File: src/rtl/keypad_scan_fifo_if.sv
// Bus and keypad wiring for keypad_scan_fifo.
// The master side is the CPU bus plus the physical keypad (it drives the rows);
// the slave side is the scanner peripheral.
interface keypad_scan_fifo_if #(
   parameter int unsigned Rows = 4,
   parameter int unsigned Cols = 4
);
   logic [Rows-1:0] row;
   logic [Cols-1:0] col;
   logic            kbcs;
   logic            kbrd;
   logic [1:0]      low_addr;
   logic [15:0]     kbrdata;
   logic            kb_irq;

   modport master (
      output row, kbcs, kbrd, low_addr,
      input  col, kbrdata, kb_irq
   );

   modport slave (
      input  row, kbcs, kbrd, low_addr,
      output col, kbrdata, kb_irq
   );
endinterface

File: src/rtl/keypad_scan_fifo.sv
// Matrix keypad scanner: tick-paced column scan, press/release debounce,
// key-code FIFO, 4-digit hex entry register and an MMIO read port.
// Rows are sampled only on scan ticks; they are assumed to be settled and
// synchronised by the board (slow mechanical contacts, long tick period).
module keypad_scan_fifo #(
   parameter int unsigned Rows      = 4,
   parameter int unsigned Cols      = 4,
   parameter int unsigned ScanDiv   = 50000,
   parameter int unsigned DebTicks  = 3,
   parameter int unsigned FifoDepth = 8
) (
   input logic               clk_i,
   input logic               rst_ni,
   keypad_scan_fifo_if.slave bus
);
   localparam int unsigned Cw    = $clog2(Rows * Cols);
   localparam int unsigned TickW = $clog2(ScanDiv);
   localparam int unsigned CiW   = $clog2(Cols);
   localparam int unsigned RiW   = $clog2(Rows);
   localparam int unsigned PtrW  = $clog2(FifoDepth);
   localparam int unsigned CntW  = $clog2(FifoDepth + 1);
   localparam int unsigned DcW   = 4;

   typedef enum logic [1:0] {StIdle, StScan, StDeb, StHeld} state_e;

   state_e           state_q;
   logic [Cols-1:0]  col_q;
   logic [CiW-1:0]   ci_q;
   logic [Rows-1:0]  row_lat_q;
   logic [DcW-1:0]   dc_q;
   logic [DcW-1:0]   rc_q;
   logic [TickW-1:0] tick_cnt_q;
   logic [Cw-1:0]    mem_q [FifoDepth];
   logic [PtrW-1:0]  wptr_q, rptr_q;
   logic [CntW-1:0]  count_q;
   logic             overflow_q;
   logic [15:0]      entry_q;
   logic [15:0]      kbrdata_q;
   logic [15:0]      rdata_d;

   logic           tick, all_up, row_match, deb_done, rel_done, push;
   logic [RiW-1:0] row_idx;
   logic [Cw-1:0]  code;
   logic [3:0]     code4;
   logic           rd_en, empty, full, pop, wr_en, clr;

   assign tick      = (tick_cnt_q == TickW'(ScanDiv - 1));
   assign all_up    = &bus.row;
   assign row_match = (bus.row == row_lat_q);
   // dc/rc count samples already seen; this tick's sample completes the run
   assign deb_done  = (32'(dc_q) + 32'd1) >= DebTicks;
   assign rel_done  = (32'(rc_q) + 32'd1) >= DebTicks;
   assign push      = tick && (state_q == StDeb) && row_match && deb_done;
   assign code      = Cw'(int'(ci_q) * Rows + int'(row_idx));
   assign code4     = 4'(code);

   assign rd_en = bus.kbcs & bus.kbrd;
   assign empty = (count_q == '0);
   assign full  = (count_q == CntW'(FifoDepth));
   assign pop   = rd_en && (bus.low_addr == 2'b00) && !empty;
   assign clr   = rd_en && (bus.low_addr == 2'b11);
   // A full FIFO still accepts a push when a pop frees a slot in the same cycle
   assign wr_en = push && (!full || pop);

   assign bus.col     = col_q;
   assign bus.kbrdata = kbrdata_q;
   assign bus.kb_irq  = !empty;

   // Lowest contacting row of the latched pattern wins
   always_comb begin
      row_idx = '0;
      for (int i = Rows - 1; i >= 0; i--) begin
         if (!row_lat_q[i]) row_idx = RiW'(i);
      end
   end

   // Free-running scan tick divider
   always_ff @(posedge clk_i or negedge rst_ni) begin
      if (!rst_ni)   tick_cnt_q <= '0;
      else if (tick) tick_cnt_q <= '0;
      else           tick_cnt_q <= tick_cnt_q + TickW'(1);
   end

   // Scan / debounce FSM, advancing only on ticks
   always_ff @(posedge clk_i or negedge rst_ni) begin
      if (!rst_ni) begin
         state_q   <= StIdle;
         col_q     <= '0;
         ci_q      <= '0;
         row_lat_q <= '1;
         dc_q      <= '0;
         rc_q      <= '0;
      end else if (tick) begin
         unique case (state_q)
            StIdle: begin
               if (!all_up) begin
                  state_q <= StScan;
                  ci_q    <= '0;
                  col_q   <= ~Cols'(1);
               end
            end
            StScan: begin
               if (!all_up) begin
                  state_q   <= StDeb;
                  row_lat_q <= bus.row;
                  dc_q      <= DcW'(1);
               end else if (ci_q == CiW'(Cols - 1)) begin
                  state_q <= StIdle;
                  col_q   <= '0;
               end else begin
                  ci_q  <= ci_q + CiW'(1);
                  col_q <= ~(Cols'(1) << (ci_q + CiW'(1)));
               end
            end
            StDeb: begin
               if (!row_match) begin
                  state_q <= StIdle;
                  col_q   <= '0;
               end else if (deb_done) begin
                  state_q <= StHeld;
                  rc_q    <= '0;
               end else begin
                  dc_q <= dc_q + DcW'(1);
               end
            end
            StHeld: begin
               if (!all_up) begin
                  rc_q <= '0;
               end else if (rel_done) begin
                  state_q <= StIdle;
                  col_q   <= '0;
               end else begin
                  rc_q <= rc_q + DcW'(1);
               end
            end
         endcase
      end
   end

   // FIFO storage, no reset needed behind the pointers
   always_ff @(posedge clk_i) begin
      if (wr_en) mem_q[wptr_q] <= code;
   end

   // FIFO pointers and occupancy
   always_ff @(posedge clk_i or negedge rst_ni) begin
      if (!rst_ni) begin
         wptr_q  <= '0;
         rptr_q  <= '0;
         count_q <= '0;
      end else begin
         if (wr_en) wptr_q <= wptr_q + PtrW'(1);
         if (pop)   rptr_q <= rptr_q + PtrW'(1);
         if (wr_en && !pop)      count_q <= count_q + CntW'(1);
         else if (!wr_en && pop) count_q <= count_q - CntW'(1);
      end
   end

   // Sticky overflow and hex entry register; a clear read wins over a push
   always_ff @(posedge clk_i or negedge rst_ni) begin
      if (!rst_ni) begin
         overflow_q <= 1'b0;
         entry_q    <= '0;
      end else if (clr) begin
         overflow_q <= 1'b0;
         entry_q    <= '0;
      end else if (push) begin
         if (full && !pop) overflow_q <= 1'b1;
         entry_q <= {entry_q[11:0], code4};
      end
   end

   // Read mux for the selected register
   always_comb begin
      rdata_d = '0;
      unique case (bus.low_addr)
         2'b00: if (!empty) rdata_d = {1'b1, 15'(mem_q[rptr_q])};
         2'b01: rdata_d = {7'd0, overflow_q, 8'(count_q)};
         2'b10: rdata_d = entry_q;
         2'b11: rdata_d = '0;
      endcase
   end

   // Read data register, loaded only on a qualified read strobe
   always_ff @(posedge clk_i or negedge rst_ni) begin
      if (!rst_ni)    kbrdata_q <= '0;
      else if (rd_en) kbrdata_q <= rdata_d;
   end
endmodule

File: src/flat_wrapper.sv
// flat-port wrapper written by rule: the top's interface ports become plain ports
module keypad_scan_fifo_flat 
#(
   parameter int unsigned Rows      = 4,
   parameter int unsigned Cols      = 4,
   parameter int unsigned ScanDiv   = 50000,
   parameter int unsigned DebTicks  = 3,
   parameter int unsigned FifoDepth = 8
)
  (clk_i, rst_ni, bus_row, bus_kbcs, bus_kbrd, bus_low_addr, bus_col, bus_kbrdata, bus_kb_irq);
  keypad_scan_fifo_if #(.Rows(Rows), .Cols(Cols)) bus_i ();
  input logic clk_i;
  input logic rst_ni;
  input wire logic [$bits(bus_i.row)-1:0] bus_row;
  input wire logic [$bits(bus_i.kbcs)-1:0] bus_kbcs;
  input wire logic [$bits(bus_i.kbrd)-1:0] bus_kbrd;
  input wire logic [$bits(bus_i.low_addr)-1:0] bus_low_addr;
  output wire logic [$bits(bus_i.col)-1:0] bus_col;
  output wire logic [$bits(bus_i.kbrdata)-1:0] bus_kbrdata;
  output wire logic [$bits(bus_i.kb_irq)-1:0] bus_kb_irq;
  assign bus_i.row = bus_row;
  assign bus_i.kbcs = bus_kbcs;
  assign bus_i.kbrd = bus_kbrd;
  assign bus_i.low_addr = bus_low_addr;
  assign bus_col = bus_i.col;
  assign bus_kbrdata = bus_i.kbrdata;
  assign bus_kb_irq = bus_i.kb_irq;
  keypad_scan_fifo #(.Rows(Rows), .Cols(Cols), .ScanDiv(ScanDiv), .DebTicks(DebTicks), .FifoDepth(FifoDepth)) u_core (.clk_i(clk_i), .rst_ni(rst_ni), .bus(bus_i));
endmodule
File: config.mk
export PLATFORM = sky130hd
export DESIGN_NAME = keypad_scan_fifo_flat
export DESIGN_NICKNAME = d
export VERILOG_FILES = /design/src/rtl/keypad_scan_fifo_if.sv /design/src/rtl/keypad_scan_fifo.sv /design/src/flat_wrapper.sv
export SDC_FILE = /design/constraint.sdc
export NUM_CORES = 1
export LEC_CHECK = 0
export ABC_AREA = 1
export ABC_CLOCK_PERIOD_IN_PS = 2830
export CORE_MARGIN = 2
export CORE_UTILIZATION = 30
export DETAILED_ROUTE_END_ITERATION = 6
export GPL_TIMING_DRIVEN = 0
export HOLD_SLACK_MARGIN = 0.1
export PLACE_DENSITY_LB_ADDON = 0.2
export SLEW_MARGIN = 20
export SYNTH_ARGS = -nofsm -noshare
export SYNTH_HDL_FRONTEND = slang
export SYNTH_SLANG_ARGS = --single-unit
File: constraint.sdc
create_clock -name clk_i -period 2.83 [get_ports clk_i]
set_input_delay 0.566 -clock clk_i [delete_from_list [all_inputs] [get_ports clk_i]]
set_output_delay 0.566 -clock clk_i [all_outputs]
set_load 0.01 [all_outputs]
==> results.md <==
Synthesis:
- By area the synthesized netlist is led by sky130_fd_sc_hd__dfrtp_1, sky130_fd_sc_hd__edfxtp_1, sky130_fd_sc_hd__nand2_1, sky130_fd_sc_hd__nand3_1, sky130_fd_sc_hd__nor2_1.
- The post-synthesis adder-cell area fraction is about 3.6%.
- The dominant register cell in the synthesized netlist is sky130_fd_sc_hd__dfrtp_1.
- The synthesized netlist devotes between 20% and 30% of its cell area to simple gates.
- The synthesized netlist devotes 1.777% of its cell area to XOR and XNOR gates.
- Summing the areas of all compound-gate instances in the mapped netlist gives between 6 and 7% of the synthesized area.
- The Yosys step of the flow raised 0 warnings.
- The area share of the leading cell type in the synthesized netlist is roughly a third.
- Summing every instance area after synthesis gives 5421 sq um.
- In the post-synthesis netlist, the cell with the most instances is sky130_fd_sc_hd__nand2_1.
- After synthesis, the share of cell area in mux cells is 0%.
- Yosys mapped a number of flops with a built-in enable equal to 32.
- The flip-flop and latch count after synthesis is around 110.
- After synthesis, the largest family of logic cells by area is simple AND/OR/NAND/NOR gates.
- The synthesized instance count is roughly 600.
- Sequential cells were found to cover 54.28% of the synthesized design area.
- Counting distinct cell types in the post-synthesis netlist gives 41.
- Of all flip-flops after synthesis, the portion carrying an async set or reset was a little under three quarters.
- In this run the mean area of a mapped cell was 8.844 sq um.
- The largest area contributor in the synthesized netlist is sky130_fd_sc_hd__dfrtp_1.
- The post-synth net total is between 600 and 700.
- By count the netlist is led by sky130_fd_sc_hd__nand2_1, sky130_fd_sc_hd__dfrtp_1, sky130_fd_sc_hd__nor2_1.

Layout:
- The number of filler instances in the final layout is approximately 1,800.
- The number of nets at the end of the flow is approximately 680.
- Of the cells placed in the final design, the portion with a size suffix greater than 1 is roughly a tenth.
- The number of antenna diodes is 0.
- The multi-input combinational cells in the finished layout cover a total of approximately 2200 sq um.
- The sequential standard cell area is between 2000 and 3000 sq um.
- The layout overhead on the synthesized area is 18.65%.
- The final standard cell count with taps included and fillers excluded is 892.
- Measured on the finished design, the core utilization comes to between 30% and 40%.

Status:
- The flow ran to the end, and the final reports show no timing, DRC or antenna violations.

STA:
- Timing would allow up to between 0.3 and 0.4 GHz.
- For the finished layout, the period the worst path requires is 2.726 ns.
- The hold violation count in the final report is 0.
- The setup skew after layout is 0.01061 ns.
- Of the available clock period, the critical path in the final layout requires a little over nine tenths.
- For the final routed database, the setup TNS stands at 0 ns.
- The worst-case headroom to the max-slew limit is about two fifths.
- The final number of max-transition violations is 0.
- Final hold analysis gives a worst-case slack of 0.1833 ns.
- For the pin with the worst max-slew slack, the measured transition is slightly below 0.9 ns.
- Setup repair after global routing left no endpoint under its margin.
- The number of endpoints failing setup at the final stage is 0.

Setup path:
- The critical path start-end classification is in2reg.
- In this run the critical register-to-register path is captured at u_core.count_q[3]$_DFFE_PN0P_.
- The highest net fanout along the worst path is 9.
- STA classifies the critical path endpoint as a register.
- The startpoint identified for the worst register-to-register timing path is u_core.tick_cnt_q[0]$_DFF_PN0_.
- The required arrival time at the worst endpoint is approximately 3.1 ns.
- The arrival time of data at the critical path endpoint is roughly 3.0 ns.
- STA classifies the critical path startpoint as an input port.
- For the worst flop-to-flop path, the logic depth is 15.
- The setup slack of the worst register-to-register path is 0.21 ns.

Global routing:
- The total grt overflow is 0.
- The number of antenna violations at the first check in global routing is 0.
- Entering global routing, the biggest net connects 43 pins.
- Global routing used between 10% and 20% of the available tracks.
- The via count of the first global-routing pass was around 4,000.
- The first-pass GRT wire length is roughly 19,000 um.

Clock tree:
- The clock buffer count from CTS is 9.
- The TritonCTS clock tree is built.
- The number of sinks handled by clock tree synthesis is roughly 110.
- Counting along the longest clock path gives a buffer depth of 2.
- The cell at the root of the clock tree is sky130_fd_sc_hd__clkbuf_16.
- Clock-pin slew was measured on the worst setup and hold paths at 0.08 ns.
- Hold repair after CTS inserted 0 buffers.
- The H-tree was split into 3 levels.
- The insertion delay to the later sink of the worst-skew pair is around 0.35 ns.

Floorplanning:
- The top-level port count is 31.
- The height of the die is around 140 um.
- The core box area is approximately 18,000 sq um.
- The die footprint is roughly 19,000 sq um.
- The initialized floorplan defines between 40 and 50 standard-cell rows.
- The chip width is between 100 and 150 um.
- The initial core utilization is about 30%.

Power and ir drop:
- The leakage component of the power is just under 3 nW.
- The power density over cell area is between 500 and 600 nW/um^2.
- The maximum vdd drop is slightly above 300 uV.

Route:
- The via total after detailed routing is around 4,100.
- In the routed design, unresolved DRC markers number 0.
- The antenna violation net count after detailed routing is 0.
- Before antenna repair, the detailed router went through 5 iterations.
- For this block, the initial DRC count from the detailed router was 225.
- Summed over all layers, the routed wires come to roughly 12,000 um.
- In the final routed layout, each cell accounts on average for around 13 um.
- The number of vias per cell is between 4 and 5.

Hold path:
- The tightest min-delay check is of the in2async type.

Placed design:
- In this run, placement finished with an instance count of around 870.
- The count of buffers added on input and output ports is 30.
- At the end of routability-driven placement, the weighted congestion stood at 0.8133.
- The HPWL after detailed placement is around 8000 um.

Flow run:
- Across the run, the number of max-cap violations was 0.
## registers in the layout (all words and copies together) (netlist names)
| signal | flops |
|---|---|
| u_core.mem_q | 32 |
| u_core.bus.col | 4 |
| u_core.dc_q | 4 |
| u_core.count_q | 4 |
| u_core.rc_q | 4 |
| u_core.entry_q | 16 |
| u_core.tick_cnt_q | 16 |
| u_core.state_q | 2 |
| u_core.bus.kbrdata | 16 |
| u_core.rptr_q | 3 |
| u_core.row_lat_q | 4 |
| u_core.wptr_q | 3 |
| u_core.overflow_q | 1 |
| u_core.ci_q | 2 |
## per-stage QoR
stage / power [W] / setup WS, ns / area [sq um]
finish: 0.003753 / 0.1039 / 6432
global route: 0.003963 / 0.02797 / 6432
CTS: 0.003784 / 0.01688 / 6387
detailed placement: 0.002477 / -0.7964 / 6038
global placement: 0.002457 / -1.715 / 6008
floorplan: 0.002241 / 0.2619 / 5421
## worst max-delay path by stage
stage | to | from | slack, ns | cells past startpoint
after floorplan | u_core.count_q[3]$_DFFE_PN0P_ | bus_kbcs | 0.26 | 12
after global placement | u_core.bus.col[0]$_DFFE_PN0P_ | rst_ni | -1.71 | 1
after detailed placement | u_core.count_q[3]$_DFFE_PN0P_ | bus_kbcs | -0.80 | 13
after CTS | u_core.count_q[3]$_DFFE_PN0P_ | bus_row[1] | 0.02 | 17
after global routing | u_core.count_q[3]$_DFFE_PN0P_ | bus_row[2] | 0.03 | 17
final | u_core.count_q[3]$_DFFE_PN0P_ | bus_row[2] | 0.10 | 17
## cells by family (layout without fill, tap and decap cells)
logic type      after synthesis  count (layout)
simple gates                338             338
flops                       111             111
buf+inv                      74             124
compound gates               64              64
fa+ha+maj                    15              15
xor+xnor                     11              11
## repair_timing
action,CTS,global route
pin swaps,3,4
endpoints found under the setup margin,3,1
resized for setup,7,8
buffers inserted,2,2
## layer usage
layer / up-vias / GRT usage [%] / share of wire [%]
met4: 0 / 4.135 / 1.4
li1: 2095 / - / -
met1: 1944 / 17.46 / 50
met5: - / 0 / 0
met3: 11 / 2.910 / 3.8
met2: 79 / 19.07 / 45
## power breakdown
part,internal (W),switching [W],total (W)
clock,0.000661,0.000608,0.00127
sequential,0.00171,0.0000800,0.00179
combinational,0.000285,0.000411,0.000696
## area by class of cell
class,instances,share of cell area (%)
well taps,229,4.454
multi-input cells,428,34.90
clock inverters,6,0.7392
plain buffers,12,1.109
repair buffers,35,5.602
clock buffers,10,3.890
inverters,61,3.560
flip-flops and latches,111,45.75
## cell usage in the layout, fill, tap and decap left out, types with 3 or more instances in the layout
cell / synthesis / routed
sky130_fd_sc_hd__nand3_1: 59 / 59
sky130_fd_sc_hd__nor3_1: 3 / 3
sky130_fd_sc_hd__clkdlybuf4s50_1: 0 / 27
sky130_fd_sc_hd__inv_1: 54 / 53
sky130_fd_sc_hd__ha_1: 14 / 12
sky130_fd_sc_hd__nor2_4: 3 / 5
sky130_fd_sc_hd__clkbuf_1: 7 / 6
sky130_fd_sc_hd__o21ai_0: 32 / 32
sky130_fd_sc_hd__buf_2: 3 / 3
sky130_fd_sc_hd__edfxtp_1: 32 / 32
sky130_fd_sc_hd__nor2_2: 5 / 4
sky130_fd_sc_hd__dfstp_2: 4 / 4
sky130_fd_sc_hd__clkbuf_16: 0 / 10
sky130_fd_sc_hd__dfrtp_1: 75 / 75
sky130_fd_sc_hd__buf_4: 1 / 6
sky130_fd_sc_hd__a221oi_1: 4 / 4
sky130_fd_sc_hd__nand2_1: 170 / 170
sky130_fd_sc_hd__nand4_1: 11 / 11
sky130_fd_sc_hd__a21oi_1: 13 / 11
sky130_fd_sc_hd__xor2_1: 9 / 9
sky130_fd_sc_hd__inv_2: 6 / 8
sky130_fd_sc_hd__o211ai_1: 9 / 9
sky130_fd_sc_hd__nor2_1: 73 / 72
## critical path, stage by stage
cell	delay, ns
sky130_fd_sc_hd__clkdlybuf4s50_1	0.50
sky130_fd_sc_hd__inv_1	0.06
sky130_fd_sc_hd__nand2_1	0.06
sky130_fd_sc_hd__nand2_1	0.08
sky130_fd_sc_hd__nor2_4	0.16
sky130_fd_sc_hd__nand3_4	0.11
sky130_fd_sc_hd__nor2_8	0.13
sky130_fd_sc_hd__nand2_8	0.10
sky130_fd_sc_hd__nor2_4	0.13
sky130_fd_sc_hd__ha_2	0.21
sky130_fd_sc_hd__inv_2	0.07
sky130_fd_sc_hd__ha_4	0.22
sky130_fd_sc_hd__a21o_1	0.18
sky130_fd_sc_hd__a31oi_2	0.16
sky130_fd_sc_hd__xor2_1	0.16
sky130_fd_sc_hd__nand2_1	0.06
sky130_fd_sc_hd__nand2_1	0.05
Note: power is estimated with default switching activity, not from simulation.
